[config.mk]
export PLATFORM = sky130hd
export DESIGN_NAME = mem_access_unit_flat
export DESIGN_NICKNAME = d
export VERILOG_FILES = /design/src/rtl/mem_access_unit_if.sv /design/src/rtl/mem_access_unit.sv /design/src/flat_wrapper.sv
export SDC_FILE = /design/constraint.sdc
export NUM_CORES = 1
export LEC_CHECK = 0
export BUFFER_PORTS_ARGS = -buffer_cell sky130_fd_sc_hd__buf_2
export CAP_MARGIN = 30
export CORE_MARGIN = 1
export CORE_UTILIZATION = 40
export DETAILED_ROUTE_END_ITERATION = 6
export GPL_TIMING_DRIVEN = 0
export HOLD_SLACK_MARGIN = 0.15
export PLACE_DENSITY = 0.68
export SLEW_MARGIN = 25
export SYNTH_ARGS = -nofsm -noshare
export SYNTH_HDL_FRONTEND = slang
export SYNTH_SLANG_ARGS = --single-unit
export TNS_END_PERCENT = 10
[constraint.sdc]
create_clock -name clk -period 3.5 [get_ports clk]
set_clock_uncertainty 0.05 [all_clocks]
set_input_delay 0.175 -clock clk [delete_from_list [all_inputs] [get_ports clk]]
set_output_delay 0.175 -clock clk [all_outputs]
set_load 0.02 [all_outputs]
[src/rtl/mem_access_unit_if.sv]
// Request/response and RAM-side bus of the MEM-stage access unit.
// slave: the access unit itself; master: the controller/datapath plus RAM side.
interface mem_access_unit_if #(
    parameter int unsigned ADDR_W = 8
);
    logic              req_valid;
    logic              req_ready;
    logic              req_we;
    logic [31:0]       req_addr;
    logic [31:0]       req_wdata;
    logic [2:0]        ld_mode;
    logic [2:0]        st_mode;
    logic              rsp_valid;
    logic [31:0]       rsp_rdata;
    logic              rsp_err;
    logic              mem_en;
    logic              mem_we;
    logic [ADDR_W-1:0] mem_addr;
    logic [31:0]       mem_wdata;
    logic [31:0]       mem_rdata;

    modport slave (
        input  req_valid, req_we, req_addr, req_wdata, ld_mode, st_mode, mem_rdata,
        output req_ready, rsp_valid, rsp_rdata, rsp_err,
               mem_en, mem_we, mem_addr, mem_wdata
    );

    modport master (
        output req_valid, req_we, req_addr, req_wdata, ld_mode, st_mode, mem_rdata,
        input  req_ready, rsp_valid, rsp_rdata, rsp_err,
               mem_en, mem_we, mem_addr, mem_wdata
    );
endinterface

[src/rtl/mem_access_unit.sv]
// MEM-stage load/store responder for a word-wide synchronous single-port RAM.
// Byte/half stores use read-modify-write; loads are sign/zero extended.
// Optional: define MEM_ALIGN_CHECK_EN to flag misaligned half/word accesses
// through rsp_err (otherwise rsp_err stays 0 and low address bits are ignored).
module mem_access_unit #(
    parameter int unsigned ADDR_W = 8
) (
    input  logic             clk,
    input  logic             rst,
    mem_access_unit_if.slave bus
);
    localparam int unsigned BA_W = ADDR_W + 2;

    localparam logic [2:0] S_IDLE = 3'd0;
    localparam logic [2:0] S_RD   = 3'd1;
    localparam logic [2:0] S_WAIT = 3'd2;
    localparam logic [2:0] S_WR   = 3'd3;
    localparam logic [2:0] S_RESP = 3'd4;

    localparam logic [2:0] LD_LB  = 3'b001;
    localparam logic [2:0] LD_LBU = 3'b010;
    localparam logic [2:0] LD_LH  = 3'b011;
    localparam logic [2:0] LD_LHU = 3'b100;
    localparam logic [2:0] ST_SB  = 3'b010;
    localparam logic [2:0] ST_SH  = 3'b100;

    logic [2:0]        r_state;
    logic [2:0]        w_state_nxt;

    logic              r_we;
    logic [1:0]        r_lane;
    logic [15:0]       r_wdata;
    logic [2:0]        r_ld_mode;
    logic [2:0]        r_st_mode;

    logic              r_req_ready,  w_req_ready_nxt;
    logic              r_rsp_valid,  w_rsp_valid_nxt;
    logic [31:0]       r_rsp_rdata,  w_rsp_rdata_nxt;
    logic              r_rsp_err,    w_rsp_err_nxt;
    logic              r_mem_en,     w_mem_en_nxt;
    logic              r_mem_we,     w_mem_we_nxt;
    logic [ADDR_W-1:0] r_mem_addr,   w_mem_addr_nxt;
    logic [31:0]       r_mem_wdata,  w_mem_wdata_nxt;

    logic              w_accept;
    logic              w_in_byte;
    logic              w_in_half;
    logic              w_misalign;
    logic [7:0]        w_lane_byte;
    logic [15:0]       w_lane_half;
    logic [31:0]       w_load_data;
    logic [31:0]       w_merged;
    logic              w_unused_addr;

    assign w_accept      = bus.req_valid && (r_state == S_IDLE);
    assign w_unused_addr = ^bus.req_addr[31:BA_W];

    // Access width of the request currently on the bus
    always_comb begin
        w_in_byte = 1'b0;
        w_in_half = 1'b0;
        if (bus.req_we) begin
            w_in_byte = (bus.st_mode == ST_SB);
            w_in_half = (bus.st_mode == ST_SH);
        end else begin
            w_in_byte = (bus.ld_mode == LD_LB) || (bus.ld_mode == LD_LBU);
            w_in_half = (bus.ld_mode == LD_LH) || (bus.ld_mode == LD_LHU);
        end
    end

`ifdef MEM_ALIGN_CHECK_EN
    assign w_misalign = (w_in_half && bus.req_addr[0]) ||
                        (!w_in_byte && !w_in_half && (bus.req_addr[1:0] != 2'b00));
`else
    assign w_misalign = 1'b0;
`endif

    // Lane extraction/extension for loads and lane merge for partial stores
    always_comb begin
        w_lane_byte = bus.mem_rdata[{r_lane, 3'b000} +: 8];
        w_lane_half = bus.mem_rdata[{r_lane[1], 4'b0000} +: 16];
        case (r_ld_mode)
            LD_LB:   w_load_data = {{24{w_lane_byte[7]}}, w_lane_byte};
            LD_LBU:  w_load_data = {24'h000000, w_lane_byte};
            LD_LH:   w_load_data = {{16{w_lane_half[15]}}, w_lane_half};
            LD_LHU:  w_load_data = {16'h0000, w_lane_half};
            default: w_load_data = bus.mem_rdata;
        endcase
        w_merged = bus.mem_rdata;
        if (r_st_mode == ST_SB) begin
            w_merged[{r_lane, 3'b000} +: 8] = r_wdata[7:0];
        end else if (r_st_mode == ST_SH) begin
            w_merged[{r_lane[1], 4'b0000} +: 16] = r_wdata;
        end
    end

    // State register
    always_ff @(posedge clk or posedge rst) begin
        if (rst) begin
            r_state <= S_IDLE;
        end else begin
            r_state <= w_state_nxt;
        end
    end

    // Next state and next values of the registered outputs
    always_comb begin
        w_state_nxt     = r_state;
        w_mem_en_nxt    = 1'b0;
        w_mem_we_nxt    = 1'b0;
        w_mem_addr_nxt  = r_mem_addr;
        w_mem_wdata_nxt = r_mem_wdata;
        w_rsp_rdata_nxt = r_rsp_rdata;
        w_rsp_err_nxt   = r_rsp_err;
        case (r_state)
            S_IDLE: begin
                if (bus.req_valid) begin
                    if (w_misalign) begin
                        w_state_nxt     = S_RESP;
                        w_rsp_rdata_nxt = 32'h0;
                        w_rsp_err_nxt   = 1'b1;
                    end else if (bus.req_we && !w_in_byte && !w_in_half) begin
                        w_state_nxt     = S_WR;
                        w_mem_en_nxt    = 1'b1;
                        w_mem_we_nxt    = 1'b1;
                        w_mem_addr_nxt  = bus.req_addr[BA_W-1:2];
                        w_mem_wdata_nxt = bus.req_wdata;
                    end else begin
                        w_state_nxt     = S_RD;
                        w_mem_en_nxt    = 1'b1;
                        w_mem_addr_nxt  = bus.req_addr[BA_W-1:2];
                    end
                end
            end
            S_RD: begin
                w_state_nxt = S_WAIT;
            end
            S_WAIT: begin
                if (r_we) begin
                    w_state_nxt     = S_WR;
                    w_mem_en_nxt    = 1'b1;
                    w_mem_we_nxt    = 1'b1;
                    w_mem_wdata_nxt = w_merged;
                end else begin
                    w_state_nxt     = S_RESP;
                    w_rsp_rdata_nxt = w_load_data;
                    w_rsp_err_nxt   = 1'b0;
                end
            end
            S_WR: begin
                w_state_nxt     = S_RESP;
                w_rsp_rdata_nxt = 32'h0;
                w_rsp_err_nxt   = 1'b0;
            end
            S_RESP: begin
                w_state_nxt = S_IDLE;
            end
            default: begin
                w_state_nxt = S_IDLE;
            end
        endcase
        w_req_ready_nxt = (w_state_nxt == S_IDLE);
        w_rsp_valid_nxt = (w_state_nxt == S_RESP);
    end

    // Registered outputs
    always_ff @(posedge clk or posedge rst) begin
        if (rst) begin
            r_req_ready <= 1'b1;
            r_rsp_valid <= 1'b0;
            r_rsp_rdata <= 32'h0;
            r_rsp_err   <= 1'b0;
            r_mem_en    <= 1'b0;
            r_mem_we    <= 1'b0;
            r_mem_addr  <= '0;
            r_mem_wdata <= 32'h0;
        end else begin
            r_req_ready <= w_req_ready_nxt;
            r_rsp_valid <= w_rsp_valid_nxt;
            r_rsp_rdata <= w_rsp_rdata_nxt;
            r_rsp_err   <= w_rsp_err_nxt;
            r_mem_en    <= w_mem_en_nxt;
            r_mem_we    <= w_mem_we_nxt;
            r_mem_addr  <= w_mem_addr_nxt;
            r_mem_wdata <= w_mem_wdata_nxt;
        end
    end

    // Latch the accepted request so the bus is free to change
    always_ff @(posedge clk or posedge rst) begin
        if (rst) begin
            r_we      <= 1'b0;
            r_lane    <= 2'b00;
            r_wdata   <= 16'h0;
            r_ld_mode <= 3'b000;
            r_st_mode <= 3'b000;
        end else if (w_accept) begin
            r_we      <= bus.req_we;
            r_lane    <= bus.req_addr[1:0];
            r_wdata   <= bus.req_wdata[15:0];
            r_ld_mode <= bus.ld_mode;
            r_st_mode <= bus.st_mode;
        end
    end

    assign bus.req_ready = r_req_ready;
    assign bus.rsp_valid = r_rsp_valid;
    assign bus.rsp_rdata = r_rsp_rdata;
    assign bus.rsp_err   = r_rsp_err;
    assign bus.mem_en    = r_mem_en;
    assign bus.mem_we    = r_mem_we;
    assign bus.mem_addr  = r_mem_addr;
    assign bus.mem_wdata = r_mem_wdata;
endmodule

[src/flat_wrapper.sv]
// flat-port wrapper written by rule: the top's interface ports become plain ports
module mem_access_unit_flat 
#(
    parameter int unsigned ADDR_W = 8
)
  (clk, rst, bus_req_valid, bus_req_we, bus_req_addr, bus_req_wdata, bus_ld_mode, bus_st_mode, bus_mem_rdata, bus_req_ready, bus_rsp_valid, bus_rsp_rdata, bus_rsp_err, bus_mem_en, bus_mem_we, bus_mem_addr, bus_mem_wdata);
  mem_access_unit_if #(.ADDR_W(ADDR_W)) bus_i ();
  input  logic clk;
  input  logic rst;
  input wire logic [$bits(bus_i.req_valid)-1:0] bus_req_valid;
  input wire logic [$bits(bus_i.req_we)-1:0] bus_req_we;
  input wire logic [$bits(bus_i.req_addr)-1:0] bus_req_addr;
  input wire logic [$bits(bus_i.req_wdata)-1:0] bus_req_wdata;
  input wire logic [$bits(bus_i.ld_mode)-1:0] bus_ld_mode;
  input wire logic [$bits(bus_i.st_mode)-1:0] bus_st_mode;
  input wire logic [$bits(bus_i.mem_rdata)-1:0] bus_mem_rdata;
  output wire logic [$bits(bus_i.req_ready)-1:0] bus_req_ready;
  output wire logic [$bits(bus_i.rsp_valid)-1:0] bus_rsp_valid;
  output wire logic [$bits(bus_i.rsp_rdata)-1:0] bus_rsp_rdata;
  output wire logic [$bits(bus_i.rsp_err)-1:0] bus_rsp_err;
  output wire logic [$bits(bus_i.mem_en)-1:0] bus_mem_en;
  output wire logic [$bits(bus_i.mem_we)-1:0] bus_mem_we;
  output wire logic [$bits(bus_i.mem_addr)-1:0] bus_mem_addr;
  output wire logic [$bits(bus_i.mem_wdata)-1:0] bus_mem_wdata;
  assign bus_i.req_valid = bus_req_valid;
  assign bus_i.req_we = bus_req_we;
  assign bus_i.req_addr = bus_req_addr;
  assign bus_i.req_wdata = bus_req_wdata;
  assign bus_i.ld_mode = bus_ld_mode;
  assign bus_i.st_mode = bus_st_mode;
  assign bus_i.mem_rdata = bus_mem_rdata;
  assign bus_req_ready = bus_i.req_ready;
  assign bus_rsp_valid = bus_i.rsp_valid;
  assign bus_rsp_rdata = bus_i.rsp_rdata;
  assign bus_rsp_err = bus_i.rsp_err;
  assign bus_mem_en = bus_i.mem_en;
  assign bus_mem_we = bus_i.mem_we;
  assign bus_mem_addr = bus_i.mem_addr;
  assign bus_mem_wdata = bus_i.mem_wdata;
  mem_access_unit #(.ADDR_W(ADDR_W)) u_core (.clk(clk), .rst(rst), .bus(bus_i));
endmodule
# Word-level counts from Yosys, hierarchy flattened
# Index checks and enable logic that the tools add are counted.
[totals] regBits=105 in_bits=106
[op_classes] n_addsub=2 eq_ne=20 shifts=6 mux=25 n_reduce_logical=14
[op_table] operator="32-bit two-way mux" count=6
[op_table] operator="32-bit case mux with 2 select lines" count=2
[op_table] operator="32-bit case mux with 4 select lines" count=1
[op_table] operator="32-bit bitwise mux" count=2
[op_table] operator="16-bit by 7-bit variable shift with 32-bit output, first input constant" count=1
[op_table] operator="8-bit by 7-bit variable shift with 32-bit output, first input constant" count=1
[op_table] operator="16-bit by 7-bit indexed part select with 32-bit output" count=1
[op_table] operator="32-bit by 6-bit indexed part select with 16-bit output" count=1
[op_table] operator="32-bit by 6-bit indexed part select with 8-bit output" count=1
[op_table] operator="8-bit by 7-bit indexed part select with 32-bit output" count=1
[op_table] operator="3-bit by 2-bit equality test with 1-bit output, second input constant" count=8
[op_table] operator="3-bit equality test, second input constant" count=5
[op_table] operator="5-bit negator with 7-bit output" count=2
[op_table] operator="3-bit case mux with 4 select lines" count=1
[op_table] operator="3-bit by 1-bit equality test with 1-bit output, second input constant" count=3
[op_table] operator="1-bit two-way mux" count=7
[op_table] operator="3-bit zero test" count=2
[op_table] operator="3-bit two-way mux" count=2
[op_table] operator="2-bit inequality test, second input constant" count=3
[op_table] operator="1-bit case mux with 2 select lines" count=3
[op_table] operator="2-bit AND reduction" count=2
[op_table] operator="4-bit AND reduction" count=1
[op_table] operator="2-bit nonzero test" count=2
[op_table] operator="1-bit logical AND" count=3
[op_table] operator="4 further kinds" count=6

# Depth between registers and ports, before layout
# Gate-level depths: netlist (run 1).
[logic_depth] ltp_word=10 ltp_mapped=10 depth_no_buf=6

# Least setup slack after synthesis (run 1)
# OpenSTA, ideal clock, no wires.
[synth_timing] path_kind="register -> register" from="reg u_core.r_lane[1]" to="reg u_core.r_mem_wdata[0], in the netlist u_core.bus.mem_wdata[0]" arrival_time_ps=2478 path_slack_ps=890 path_stages_with_launch=11 path_buffers=4 path_cell_list="dfrtp_1 -> buf_2 -> buf_2 -> clkbuf_1 -> inv_1 -> ha_1 -> nor4bb_1 -> buf_1 -> a221oi_1 -> a211o_1 -> a31oi_1"
[synth_via] elab_chain_cells=7
[synth_rtl] element="start, declared" line="mem_access_unit.sv:31" source="logic [1:0] r_lane;"
[synth_rtl] element="start signal, assigned" line="mem_access_unit.sv:199" source="r_lane <= bus.req_addr[1:0];"
[synth_rtl] element="5-bit negator with 7-bit output" line="mem_access_unit.sv:93" source="w_merged[{r_lane[1], 4'b0000} +: 16] = r_wdata;"
[synth_rtl] element="16-bit by 7-bit indexed part select with 32-bit output / 16-bit by 7-bit variable shift with 32-bit output (equally long branches)" line="mem_access_unit.sv:93"
[synth_rtl] element="32-bit bitwise mux" line="mem_access_unit.sv:93"
[synth_rtl] element="32-bit two-way mux" line="mem_access_unit.sv:92" source="end else if (r_st_mode == ST_SH) begin"
[synth_rtl] element="32-bit two-way mux (*)" line="mem_access_unit.sv:90" source="if (r_st_mode == ST_SB) begin"
[synth_rtl] element="32-bit two-way mux (*)" line="mem_access_unit.sv:139" source="if (r_we) begin"
[synth_rtl] element="32-bit case mux with 2 select lines (*)" line="mem_access_unit.sv:115" source="case (r_state)"
[synth_rtl] element="end signal, assigned" line="mem_access_unit.sv:185" source="r_mem_wdata <= w_mem_wdata_nxt;"
[synth_rtl] element="end, declared" line="mem_access_unit.sv:43" source="logic [31:0] r_mem_wdata, w_mem_wdata_nxt;"
# Every way passes the cells marked *; elsewhere a longest branch is shown, timed or not. The select of a mux whose other input is x is not followed.
# A chain may end at the register's enable or synchronous reset.

# Final worst setup path (run 1)
[layout_timing] from="reg u_core.r_lane[1]" to="reg u_core.r_mem_wdata[24], in the netlist u_core.bus.mem_wdata[24]"
# Same word-level chain as after synthesis.

==> results of run 1 <==
-- power groups by stage --
| stage | clock network [W] | logic (W) | registers [W] |
|---|---|---|---|
| CTS | 0.000997 | 0.00404 | 0.00226 |
| detailed placement | 0 | 0.00395 | 0.00228 |
| global route | 0.00105 | 0.00442 | 0.00233 |
| global placement | 0 | 0.00387 | 0.00226 |
| finish | 0.000984 | 0.00407 | 0.00228 |
| floorplan | 0 | 0.00227 | 0.00260 |
-- per-layer routing --
metal | part of all wire [%] | track usage (%)
met4 | 2.3 | 9.111
met2 | 48 | 48.88
met3 | 7.9 | 4.705
met1 | 42 | 39.50
met5 | 0 | 0
-- worst max-delay path: cells and delay by family, from the launching register on --
| kind | cells | cell delay, ns |
|---|---|---|
| flip-flops | 1 | 0.50 |
| adder cells (fa/ha/maj) | 1 | 0.35 |
| buffers and inverters | 4 | 1.24 |
| AO/OA/AOI/OAI | 2 | 0.34 |
| AND/OR/NAND/NOR | 2 | 0.63 |
-- flip-flops by register name, summed over array words and instances, names as in the netlist --
name	cells
u_core.bus.mem_we	1
u_core.r_ld_mode	3
u_core.bus.req_ready	1
u_core.bus.rsp_valid	1
u_core.r_wdata	16
u_core.bus.mem_wdata	32
u_core.r_state	3
u_core.r_st_mode	3
u_core.r_lane	2
u_core.r_we	1
u_core.bus.mem_addr	8
u_core.bus.mem_en	1
u_core.bus.rsp_rdata	32
-- synthesized netlist by cell type (5+ instances only) --
master,number,area [um2]
a211o_1,15,131.4
a211oi_1,7,52.55
a21oi_1,15,75.07
a221o_1,9,90.09
a221oi_1,30,262.8
a31oi_1,17,106.4
a32o_1,7,70.07
buf_2,13,65.06
clkbuf_1,33,123.9
dfrtp_1,103,2577
ha_1,5,62.56
inv_1,10,37.54
mux2_2,38,427.9
nand2_1,56,210.2
nor2_1,19,71.32
nor3_1,25,125.1
o211a_1,7,70.07
o21ai_0,64,320.3
o21ai_1,9,45.04
o21ai_2,11,96.34
o22a_1,7,61.31
o22ai_1,8,50.05
o2bb2ai_1,8,70.07
or4b_2,14,140.1
-- timing repair --
item / in CTS / in global routing
hold endpoints to repair: 138 / 0
endpoints found under the setup margin: 0 / 24
hold buffers: 73 / 0
-- worst paths after layout --
kind,slack (ns),endpoint,from,cells past startpoint
max in group asynchronous,2.41,u_core.r_wdata[14],rst,4
worst min-delay path,0.16,u_core.bus.req_ready,bus_req_valid,3
worst min register to register,0.42,u_core.bus.rsp_rdata[19],u_core.bus.rsp_rdata[19],2
worst max register to register,0.31,u_core.bus.mem_wdata[24],u_core.r_lane[1],9
worst max-delay path,0.31,u_core.bus.mem_wdata[24],u_core.r_lane[1],9
min in group asynchronous,0.36,u_core.bus.mem_wdata[19],rst,3
-- metrics by stage --
step | hold slack [ns] | cell area, um2 | setup TNS (ns)
global placement | 0.3391 | 6914 | -61.19
CTS | 0.1519 | 7959 | 0
global route | 0.1872 | 7955 | 0
detailed placement | 0.2060 | 6947 | 0
floorplan | 0.2418 | 5893 | 0
finish | 0.1609 | 7955 | 0
-- cells by family (layout without fill, tap and decap cells) --
group	count (synthesis)	after routing	share of synthesized area, %
buffers and inverters	66	314	4.819
multiplexers	40	40	7.813
AND/OR/NAND/NOR	145	145	13.76
AO/OA/AOI/OAI	226	226	27.71
adder cells (fa/ha/maj)	5	5	1.062
other	1	1	0.06363
XOR/XNOR	4	4	0.5944
flip-flops	104	104	44.18
-- cell type report --
cell class              count  share of cell area [%]
well taps                 180                   2.831
repair buffers            233                   19.53
plain buffers              53                   2.957
flip-flops and latches    104                   32.73
clock inverters             6                  0.5348
inverters                  12                  0.6291
clock buffers              10                   3.004
multi-input cells         421                   37.78
==> results by group, run 1 <==
Synthesis
  – Post-synthesis cell count: 591
  – Post-synth ARST share: 100.0%
  – Main synth FF type: dfrtp_1
  – Synth warnings: 0
  – FF+latch count, synth: 104
  – Synthesized area: 5893 um2
  – Number of synthesized flops with an enable pin: 0
  – Syn nets: 702
  – Register area share after synthesis: 44.18%
  – Syn Area/Cell: 9.971 um2
  – Synth cell types: 65

CTS
  – H-Tree Depth: 3
  – Number of post-CTS setup repair buffers: 0
  – Clock Latency Late Sink: 0.36 ns
  – CTS resizes: 0
  – Reg clk slew, reported paths: 0.07 ns
  – CTS Sinks: 104
  – CTS root buf: clkbuf_16
  – Max Buffers Root-to-Sink: 2
  – Cts bufs inserted: 9
  – CTS tree: built

Critical path
  – Cell Chain, Critical Path: buf_2 -> buf_2 -> inv_1 -> ha_1 -> nor4bb_1 -> buf_1 -> a221oi_1 -> nor3_1 -> o22a_1
  – Cell at the slowest stage of the critical path: dfrtp_1
  – Worst setup EP type: flop
  – Worst Path Max Fanout: 19
  – Worst setup path class: reg -> reg
  – Max stage delay on crit path: 0.50 ns
  – Arrival time worst endpoint: 3.43 ns
  – Worst path required time: 3.75 ns
  – CP dominant cell by count: buf_2
  – Critical Path Source Type: flop

Layout
  – Finished Core Util: 56.22%
  – Commonest non-fill, non-tap cell in the layout: buf_2
  – N_diodes: 0
  – Most frequent cells in the layout: buf_2, dfrtp_1, dlygate4sd3_1
  – P&R area growth vs syn: 34.99%
  – Multi-input gate area: 3005 um2
  – Seq. cell area: 2604 um2
  – Layout cells sized above 1: 32.78%
  – Final std cells w/o fill: 1019
  – # fillers: 1280
  – Net count, final: 945

Global route
  – Vias in the first global route: 5756
  – Largest net degree at the start of global routing: 54
  – Antenna violations before repair: 0
  – Grt ovf: 0
  – First-pass GRT wire length: 33010 um
  – Gr usage total: 29.52%

Route
  – Vias/cell: 5.949
  – Routed Antenna Nets: 0
  – Vias: 6062
  – DR WL/cell: 21.47 um
  – Pre-antenna DRT Iters: 5
  – # DRC: 0
  – DRT iter0 DRCs: 540
  – Routed wire length: 21870 um

Placement
  – Worst Setup Slack post-DPL: 0.04757 ns
  – Placed cell count: 931
  – GPL Wtd Cong: 0.9125
  – Final HPWL from detailed placement: 15950 um
  – I/O Buffers: 159

Timing
  – Highest clock rate: 0.3139 GHz
  – Measured slew at the worst slew-check pin: 0.8338 ns
  – Hold Fails Final Rpt: 0
  – Final min period: 3.186 ns
  – Final period util: 91.02%
  – Final setup vio count: 0
  – Worst setup margin: 0.3144 ns
  – Max-slew violations: 0
  – Slew margin rel.: 44.41%
  – RSZ-0062 raised after global routing: false

Floorplan
  – Cell Rows: 43
  – Die area: 15220 um2
  – Die width: 123.4 um
  – Core Area: 14150 um2
  – Starting density of the core: 41.65%
  – # IOs: 183
  – Vert. Die Dim: 123.4 um

Power and ir drop
  – Pwr dens: 921.3 nW/um2
  – Reg power frac: 31.1%
  – Total Power: 0.007329 W
  – Leak: 3.531 nW
  – Clock share of power: 13.4%
  – Pint: 0.003814 W
  – Switching share of power: 47.97%
  – Combinational share of power: 55.5%
  – Max VDD drop: 444.9 uV
  – Net switching power: 0.003515 W

Job
  – # Max-Cap Violations: 0

Min path
  – Hold Crit Class: in -> reg

Run status
  – Status: finished clean
(Power assumes the default switching activity.)
==> inputs of run 2 (changes only) <==
Settings changed: PLACE_DENSITY 0.68 to default.
==> run 2 against run 1 <==
Effect of this change: core utilization grew 0.23 points; largest power group unchanged; non-clock buffer count unchanged; sequential power about the same; critical path type unchanged; largest cell class unchanged; flip-flop and latch count did not move.
==> results by group, run 2 (synthesized netlist as in run 1, its figures left out) <==
CTS
  – Reg clk slew, reported paths: 0.07 ns (about the same)
  – Cts bufs inserted: 9 (unchanged)
  – Number of post-CTS setup repair buffers: 0 (unchanged)
  – Clock Latency Late Sink: 0.36 ns (about the same)
  – CTS root buf: clkbuf_16
  – H-Tree Depth: 3 (unchanged)
  – CTS Sinks: 104 (unchanged)
  – Max Buffers Root-to-Sink: 2 (unchanged)
  – CTS tree: built

Critical path
  – CP dominant cell by count: buf_2
  – Cell Chain, Critical Path: buf_2 -> buf_2 -> inv_1 -> ha_1 -> nor4bb_1 -> buf_1 -> a221o_1 -> o2111ai_1 -> a31oi_1
  – Worst setup path class: reg -> reg
  – Arrival time worst endpoint: 3.48 ns (+0.05 ns)
  – Reg2reg setup slack: 0.24 ns (-0.08 ns)
  – Critical Path Source Type: flop
  – Critical R2R Launch: u_core.r_lane[1]
  – R2r worst-path depth: 9 (unchanged)
  – Setup crit end: u_core.bus.mem_wdata[31]
  – Worst path required time: 3.72 ns (-0.03 ns)
  – Worst Path Max Fanout: 19 (unchanged)
  – Max stage delay on crit path: 0.53 ns (+0.03 ns)
  – Worst setup EP type: flop
  – Worst Setup SP: u_core.r_lane[1]
  – Crit Reg-Reg Endpoint: u_core.bus.mem_wdata[31]
  – Cell at the slowest stage of the critical path: dfrtp_1

Power and ir drop
  – Pwr dens: 932.1 nW/um2 (+1.2%)
  – Leak: 3.544 nW (+0.36%)
  – Max VDD drop: 477.1 uV (+7.3%)
  – Total Power: 0.007445 W (+1.6%)

Layout
  – Final std cells w/o fill: 1019 (unchanged)
  – N_diodes: 0 (unchanged)
  – Layout cells sized above 1: 32.54% (-0.24 points)
  – Commonest non-fill, non-tap cell in the layout: buf_2
  – Net count, final: 945 (unchanged)
  – P&R area growth vs syn: 35.54%
  – Most frequent cells in the layout: buf_2, dfrtp_1, dlygate4sd3_1
  – # fillers: 1307 (+2.1%)
  – Finished Core Util: 56.45% (+0.23 points)

Timing
  – Max-slew violations: 0 (unchanged)
  – Highest clock rate: 0.3066 GHz (-2.3%)
  – Hold Fails Final Rpt: 0 (unchanged)
  – Slew margin rel.: 39.45% (-5.0 points)
  – RSZ-0062 raised after global routing: false
  – Hold slack: 0.1627 ns (+0.001823 ns)
  – Final period util: 93.18% (+2.2 points)
  – Measured slew at the worst slew-check pin: 0.9082 ns (+0.07439 ns)
  – Final setup vio count: 0 (unchanged)
  – Final min period: 3.261 ns (+0.07580 ns)

Route
  – DR WL/cell: 21.71 um (+1.2%)
  – Routed wire length: 22130 um (+1.2%)
  – # DRC: 0 (unchanged)
  – Vias/cell: 5.913 (-0.61%)
  – DRT iter0 DRCs: 504 (-6.7%)
  – Pre-antenna DRT Iters: 5 (unchanged)
  – Routed Antenna Nets: 0 (unchanged)
  – Vias: 6025 (-0.61%)

Placement
  – Placed cell count: 931 (unchanged)
  – Final HPWL from detailed placement: 16160 um (+1.3%)
  – I/O Buffers: 159 (unchanged)
  – GPL Wtd Cong: 0.9134 (about the same)

Floorplan
  – Core Area: 14150 um2 (unchanged)
  – Cell Rows: 43 (unchanged)
  – Die area: 15220 um2 (unchanged)
  – Die width: 123.4 um (unchanged)
  – Vert. Die Dim: 123.4 um (unchanged)
  – # IOs: 183 (unchanged)
  – Starting density of the core: 41.65% (unchanged)

Global route
  – Antenna violations before repair: 0 (unchanged)
  – First-pass GRT wire length: 33660 um (+2.0%)
  – Vias in the first global route: 5923 (+2.9%)
  – Gr usage total: 30.21% (+0.69 points)
  – Largest net degree at the start of global routing: 56 (+3.7%)
  – Grt ovf: 0 (unchanged)

Run status
  – Status: finished clean

Min path
  – Hold Crit Class: in -> reg

Job
  – # Max-Cap Violations: 0 (unchanged)
run 2: cell count changes in the layout (fill, tap and decap cells not counted), sizes merged:
cell,delta
inv,-2
clkbuf,+1
clkinvlp,-1
bufinv,+2
run 2: per-stage QoR:
step                TNS [ns]  worst slack (ns)  instance area (um2)
CTS                        0            0.2811                 7988
detailed placement  -0.08791          -0.07569                 6947
floorplan                  0            0.5445                 5893
finish                     0            0.2386                 7988
global placement      -75.20           -0.7375                 6914
global route               0           0.05680                 7988
run 2: metal layers:
metal  global-route usage (%)  up-vias  part of all wire (%)
li1                         -     2746                     -
met1                    41.11     2974                    45
met2                    48.11      274                    47
met3                    5.351       31                   6.3
met4                    10.69        0                   2.0
met5                        0        -                     0
run 2: area by class of cell:
| class | instances | area [um2] | share of cell area [%] |
|---|---|---|---|
| Multi-Input combinational cell | 421 | 3005 | 37.63 |
| Clock buffer | 11 | 232.7 | 2.914 |
| Inverter | 12 | 50.05 | 0.6266 |
| Buffer | 53 | 235.2 | 2.945 |
| Clock inverter | 5 | 81.33 | 1.018 |
| Timing Repair Buffer | 233 | 1554 | 19.45 |
| Sequential cell | 104 | 2604 | 32.60 |
| Tap cell | 180 | 225.2 | 2.820 |
run 2: worst min-delay path by stage:
stage,slack [ns],cells after the start,to,start
floorplan,0.24,2,u_core.r_lane[0],bus_req_addr[0]
global placement,0.34,3,u_core.r_lane[0],bus_req_addr[0]
detailed placement,0.20,2,u_core.bus.rsp_rdata[22],rst
CTS,0.15,3,u_core.bus.req_ready,bus_req_valid
global route,0.19,3,u_core.bus.req_ready,bus_req_valid
finish,0.16,3,u_core.bus.req_ready,bus_req_valid
run 2: where the power goes:
part           internal, W  switching, W  total [W]
sequential         0.00177      0.000503    0.00227
combinational      0.00153       0.00255    0.00408
clock             0.000628      0.000464    0.00109
total              0.00393       0.00351    0.00745
run 2: what timing repair did:
item / in CTS / in global routing
gates resized for setup: 0 / 0
hold endpoints to repair: 137 / 0
endpoints found under the setup margin: 4 / 0
hold buffers: 73 / 0
run 2: worst max-delay path: cells and delay by family (launching register included):
family	cells	cell delay (ns)
adder cells (fa/ha/maj)	1	0.36
flip-flops	1	0.53
AO/OA/AOI/OAI	3	0.69
AND/OR/NAND/NOR	1	0.32
buffers and inverters	4	1.24
